===== src/rtl/round_sched_ctrl.sv =====
// Per-round sequencer: collects HB/CH packets, publishes energy/hop/CH summary
// with a one-cycle en_MNI strobe, then waits for this node's TDMA slot and grants the radio.
module round_sched_ctrl #(
  parameter logic [15:0] HB_WINDOW = 16'd1000,
  parameter logic [15:0] SLOT_LEN  = 16'd64
) (
  input  logic        clk,
  input  logic        nrst,
  input  logic        start_round,
  input  logic        abort,
  input  logic        pkt_valid,
  input  logic [1:0]  pkt_type,
  input  logic [15:0] pkt_src,
  input  logic [15:0] pkt_hops,
  input  logic [15:0] pkt_energy,
  input  logic [15:0] my_timeslot,
  input  logic        tx_done,
  output logic        en_MNI,
  output logic [15:0] e_max,
  output logic [15:0] e_min,
  output logic [15:0] hops,
  output logic [15:0] ch_ID,
  output logic        tx_grant,
  output logic        busy,
  output logic        round_done
);
  typedef enum logic [2:0] {IDLE, COLLECT, UPDATE, SLOT_WAIT, TX, DONE} state_t;

  state_t      state, nxt;
  logic [31:0] cnt, wait_len, prod;
  logic [15:0] hmin, emax_a, emin_a, ch_best, ch_id_a;
  logic        hb_seen, ch_seen;

  logic        hb, chp, take;
  logic [15:0] n_hmin, n_emax, n_emin;
  logic        n_hb;

  assign prod = {16'd0, my_timeslot} * {16'd0, SLOT_LEN};

  always_comb begin
    nxt = state;
    case (state)
      IDLE:      if (start_round) nxt = COLLECT;
      COLLECT:   if (cnt == {16'd0, HB_WINDOW} - 32'd1) nxt = UPDATE;
      UPDATE:    nxt = (my_timeslot == 16'd0) ? TX : SLOT_WAIT;
      SLOT_WAIT: if (cnt == wait_len - 32'd1) nxt = TX;
      TX:        if (tx_done || cnt == {16'd0, SLOT_LEN} - 32'd1) nxt = DONE;
      DONE:      nxt = IDLE;
      default:   nxt = IDLE;
    endcase
    if (abort) nxt = IDLE;
  end

  // Next accumulator values include the current cycle's packet, so the
  // packet on the last COLLECT cycle reaches the outputs loaded on UPDATE entry.
  always_comb begin
    hb     = (state == COLLECT) && pkt_valid && (pkt_type == 2'd0);
    chp    = (state == COLLECT) && pkt_valid && (pkt_type == 2'd1);
    take   = chp && (!ch_seen || pkt_energy > ch_best);
    n_hmin = (hb && pkt_hops < hmin)     ? pkt_hops   : hmin;
    n_emax = (hb && pkt_energy > emax_a) ? pkt_energy : emax_a;
    n_emin = (hb && pkt_energy < emin_a) ? pkt_energy : emin_a;
    n_hb   = hb_seen | hb;
  end

  always_ff @(posedge clk or negedge nrst) begin
    if (!nrst) begin
      state      <= IDLE;
      cnt        <= 32'd0;
      wait_len   <= 32'd0;
      hmin       <= 16'hFFFF;
      emax_a     <= 16'd0;
      emin_a     <= 16'hFFFF;
      hb_seen    <= 1'b0;
      ch_seen    <= 1'b0;
      ch_best    <= 16'd0;
      ch_id_a    <= 16'hFFFF;
      en_MNI     <= 1'b0;
      e_max      <= 16'd0;
      e_min      <= 16'd0;
      hops       <= 16'hFFFF;
      ch_ID      <= 16'hFFFF;
      tx_grant   <= 1'b0;
      busy       <= 1'b0;
      round_done <= 1'b0;
    end else begin
      state      <= nxt;
      cnt        <= (nxt != state) ? 32'd0 : cnt + 32'd1;
      en_MNI     <= (state == COLLECT) && (nxt == UPDATE);
      tx_grant   <= (nxt == TX);
      round_done <= (nxt == DONE);
      busy       <= (nxt != IDLE);
      if (state == UPDATE) wait_len <= prod;
      if (state == IDLE && nxt == COLLECT) begin
        hmin    <= 16'hFFFF;
        emax_a  <= 16'd0;
        emin_a  <= 16'hFFFF;
        hb_seen <= 1'b0;
        ch_seen <= 1'b0;
        ch_best <= 16'd0;
        ch_id_a <= 16'hFFFF;
      end else if (state == COLLECT) begin
        hmin    <= n_hmin;
        emax_a  <= n_emax;
        emin_a  <= n_emin;
        hb_seen <= n_hb;
        if (take) begin
          ch_seen <= 1'b1;
          ch_best <= pkt_energy;
          ch_id_a <= pkt_src;
        end
      end
      if (state == COLLECT && nxt == UPDATE) begin
        e_max <= n_hb ? n_emax : 16'd0;
        e_min <= n_hb ? n_emin : 16'd0;
        hops  <= (n_hmin == 16'hFFFF) ? 16'hFFFF : n_hmin + 16'd1;
        ch_ID <= take ? pkt_src : ch_id_a;
      end
    end
  end
endmodule

===== config.mk =====
export PLATFORM = sky130hd
export DESIGN_NAME = round_sched_ctrl
export DESIGN_NICKNAME = d
export VERILOG_FILES = /design/src/rtl/round_sched_ctrl.sv
export SDC_FILE = /design/constraint.sdc
export NUM_CORES = 1
export LEC_CHECK = 0
export ABC_CLOCK_PERIOD_IN_PS = 5960
export CORE_MARGIN = 2
export CORE_UTILIZATION = 36
export CTS_BUF_LIST = sky130_fd_sc_hd__clkbuf_4 sky130_fd_sc_hd__clkbuf_8 sky130_fd_sc_hd__clkbuf_16
export DETAILED_ROUTE_END_ITERATION = 8
export PLACE_DENSITY = 0.55
export SLEW_MARGIN = 30
export SYNTH_ARGS = -nofsm -noshare
export SYNTH_HDL_FRONTEND = slang
export SYNTH_SLANG_ARGS = --single-unit

===== constraint.sdc =====
create_clock -name clk -period 5.96 [get_ports clk]
set_input_delay 0.894 -clock clk [delete_from_list [all_inputs] [get_ports clk]]
set_output_delay 0.894 -clock clk [all_outputs]
set_load 0.005 [all_outputs]

==> out/metrics.cfg <==
[power]
irDropWorstVdd_v=0.000174
power_uw=3670
powerDensity_mw_per_mm2=265
p_leak_uw=0.00619

[sta]
worst-slew-pin-transition_ns=0.825
fmax_mhz=210
hold_viol_final=0
min_period_ns=4.75
grt_setup_unrepaired=no
relSlewSlack_pct=45.0
finalClockSkew_ns=0.0105
finalCritPeriodShare_pct=79.7
setup_tns_ns=0
setup_viol=0
slew_viol_final=0

[clock_network]
clk_pin_slew_ns=0.06
cts-htree-levels=1
holdBufCountCts=0
root_buffer=clkbuf_16
cts.sinks=201
post_cts_buffers=0
clk_latency_ns=0.51
post_cts_resized=0
clockBufferDepth=3
cts_tree=built
cts_buffers=25

[layout]
diodes=0
layout.cells.non_filler=1720
drive_gt1_share_pct=13.1
fin_nets=1443
area_growth_pct=24.4
design_area_sq_mm=0.0138

[yosys]
ys_types=62
synth_area_sq_mm=0.0111
ys.flop_type=dfrtp_1
ys_seq_area_share_pct=46.1
synth.avg_cell_area_sq_um=9.41
syn_inst=1182
synth-edff-count=0
synth_top_area_cell=dfrtp_1
yosysWarnings=0
netlist.area_leader.share_pct=27.2
netlist_top_cells_area=dfrtp_1 27%, dfstp_2 19%, ha_1 7.3%
syn-num-nets=1319
ys_ff_latch=201
postSynth.asyncResetShare_pct=100

[setup_path]
end_kind=flip-flop
path_class=flip-flop to flip-flop
critPathLaunchType=flip-flop
required_ns=6.40
worst-path-max-fanout=14
arrival_ns=5.19

[grt]
grt_max_degree=101
grt_pass1_wl_um=45900
top_usage_layer=met2
met2_usage_pct=29.1
grtUsageMet3_pct=2.43
grt_overflow=0
antenna_found_initial=1
gr-usage-all-layers_pct=17.1
grt_pass1_vias=8709
use_met1_pct=23.1

[route]
viasPerCell=5.09
firstDrtPassIters=4
vias=8758
wirelength_um=27400
drtIter0Drc=402
drc_errors=0
wl_per_cell_um=15.9
drtAntennaViolNets=0

[status]
outcome=finished, final reports clean

[floorplanning]
initial_core_util_pct=36.5
rows=64
die-area_sq_mm=0.0323
die_y_um=180
die_w_um=180
core_sq_mm=0.0305
boundaryPins=140

[placed_design]
dp_hpwl_um=19600
routabilityCongestion=0.844
io_buffer_count=139
post_dp_cell_area_sq_mm=0.0129
dp_cells=1675

[hold_path]
hold_class=input port to asynchronous set/reset pin

[flow_run]
cap_violations=0

[sequential cells by signal, summed over array words and instances, names as in the netlist]
name and count:
ch_seen 1, e_min 16, e_max 16, en_MNI 1, wait_len 16, tx_grant 1
hops 16, emax_a 16, round_done 1, cnt 32, ch_ID 16, state 3
ch_id_a 16, hmin 16, emin_a 16, ch_best 16, hb_seen 1, busy 1
[where the power goes]
part	internal (uW)	leakage, uW	switching, uW
Sequential	1440	0.00249	35.8
Combinational	222	0.00326	312
Clock	1070	0.000438	594
Total	2730	0.00619	942
[cell usage after synthesis, types with 24 or more instances]
cell type	instances
nand3_1	49
a21oi_1	35
nor3_1	31
clkbuf_1	40
nor2_1	118
dfrtp_1	121
xor2_1	25
nand4_1	25
ha_1	65
dfstp_2	80
nand2_1	132
o21ai_0	82
xnor2_1	42
mux2i_1	58
inv_1	90
nor4_1	24
[critical path, cell delays in order, from the launching register on]
cell,delay [ns]
dfrtp_1,0.54
or3b_1,0.51
nor3_1,0.69
nand3_1,0.25
a211oi_4,0.38
nand2_1,0.10
o21ai_0,0.11
ha_1,0.34
nand3_1,0.21
nor4_1,0.22
buf_4,0.18
nand4_1,0.11
mux2i_1,0.22
and3_1,0.53
a2111oi_0,0.13
a21oi_1,0.18
[logic make-up (layout without fill, tap and decap cells)]
kind of cell             Yosys count  count (layout)  synth area share (%)
XOR/XNOR                          67              67                  5.27
AND/OR/NAND/NOR                  441             441                  18.9
flip-flops                       201             201                  46.1
adder cells (fa/ha/maj)           65              65                  7.31
AO/OA/AOI/OAI                    190             190                  10.6
buffers and inverters            146             288                  5.18
multiplexers                      72              72                  6.63
[metrics by stage]
stage          setup WS [ns]  util, %  hold WS (ns)
2_1_floorplan           1.60        -         0.450
3_3_place_gp           0.961     42.3         0.462
3_5_place_dp           0.826     42.4         0.469
4_1_cts                 1.16     45.4         0.481
5_1_grt                0.693     45.4         0.504
6_report                1.21     45.4         0.457
[layer usage]
layer  part of all wire (%)  wire length, um  vias up
met3                    3.2              888       34
li1                       -                -     4342
met2                     48            13200      140
met5                  0.047               13        -
met4                    1.7              478        2
met1                     47            12900     4240
[worst paths after layout]
kind / startpoint / endpoint / slack, ns / cells after the start
max in group asynchronous: nrst / hops[5]$_DFFE_PN1P_ / 4.31 / 2
worst max-delay path: state[0]$_DFF_PN0_ / hops[10]$_DFFE_PN1P_ / 1.21 / 15
worst max register to register: state[0]$_DFF_PN0_ / hops[10]$_DFFE_PN1P_ / 1.21 / 15
min in group clk: ch_ID[8]$_DFFE_PN1P_ / ch_ID[8]$_DFFE_PN1P_ / 0.48 / 2
worst min-delay path: nrst / e_max[11]$_DFFE_PN0P_ / 0.46 / 1
worst min register to register: ch_ID[8]$_DFFE_PN1P_ / ch_ID[8]$_DFFE_PN1P_ / 0.48 / 2
[final cells by class]
class	count	area, sq um
flip-flops and latches	201	5130
multi-input cells	835	5460
fillers	2991	16700
inverters	90	338
clock inverters	13	228
well taps	396	495
clock buffers	32	684
repair buffers	153	1510
[placed cells by master, fill, tap and decap left out, drive strengths merged, types with 4 or more instances in the layout]
| master | n |
|---|---|
| xnor2 | 42 |
| nor4 | 24 |
| o211ai | 14 |
| mux2 | 14 |
| o21a | 5 |
| nor2 | 118 |
| nand2 | 132 |
| bufinv | 6 |
| clkinvlp | 4 |
| nand3b | 5 |
| or3 | 4 |
| buf | 14 |
| or4 | 7 |
| ha | 65 |
| and4 | 4 |
| clkbuf | 33 |
| nor2b | 6 |
| nor3 | 31 |
| or2 | 4 |
| xor2 | 25 |
| a211oi | 6 |
| nand4 | 25 |
| mux2i | 58 |
| o21ai | 89 |
| dfrtp | 121 |
| a21oi | 36 |
| a21o | 14 |
| clkdlybuf4s50 | 138 |
| nand3 | 49 |
| and3 | 13 |
| dfstp | 80 |
| inv | 90 |
| nand2b | 6 |
Note: power is estimated with default switching activity, not from simulation.
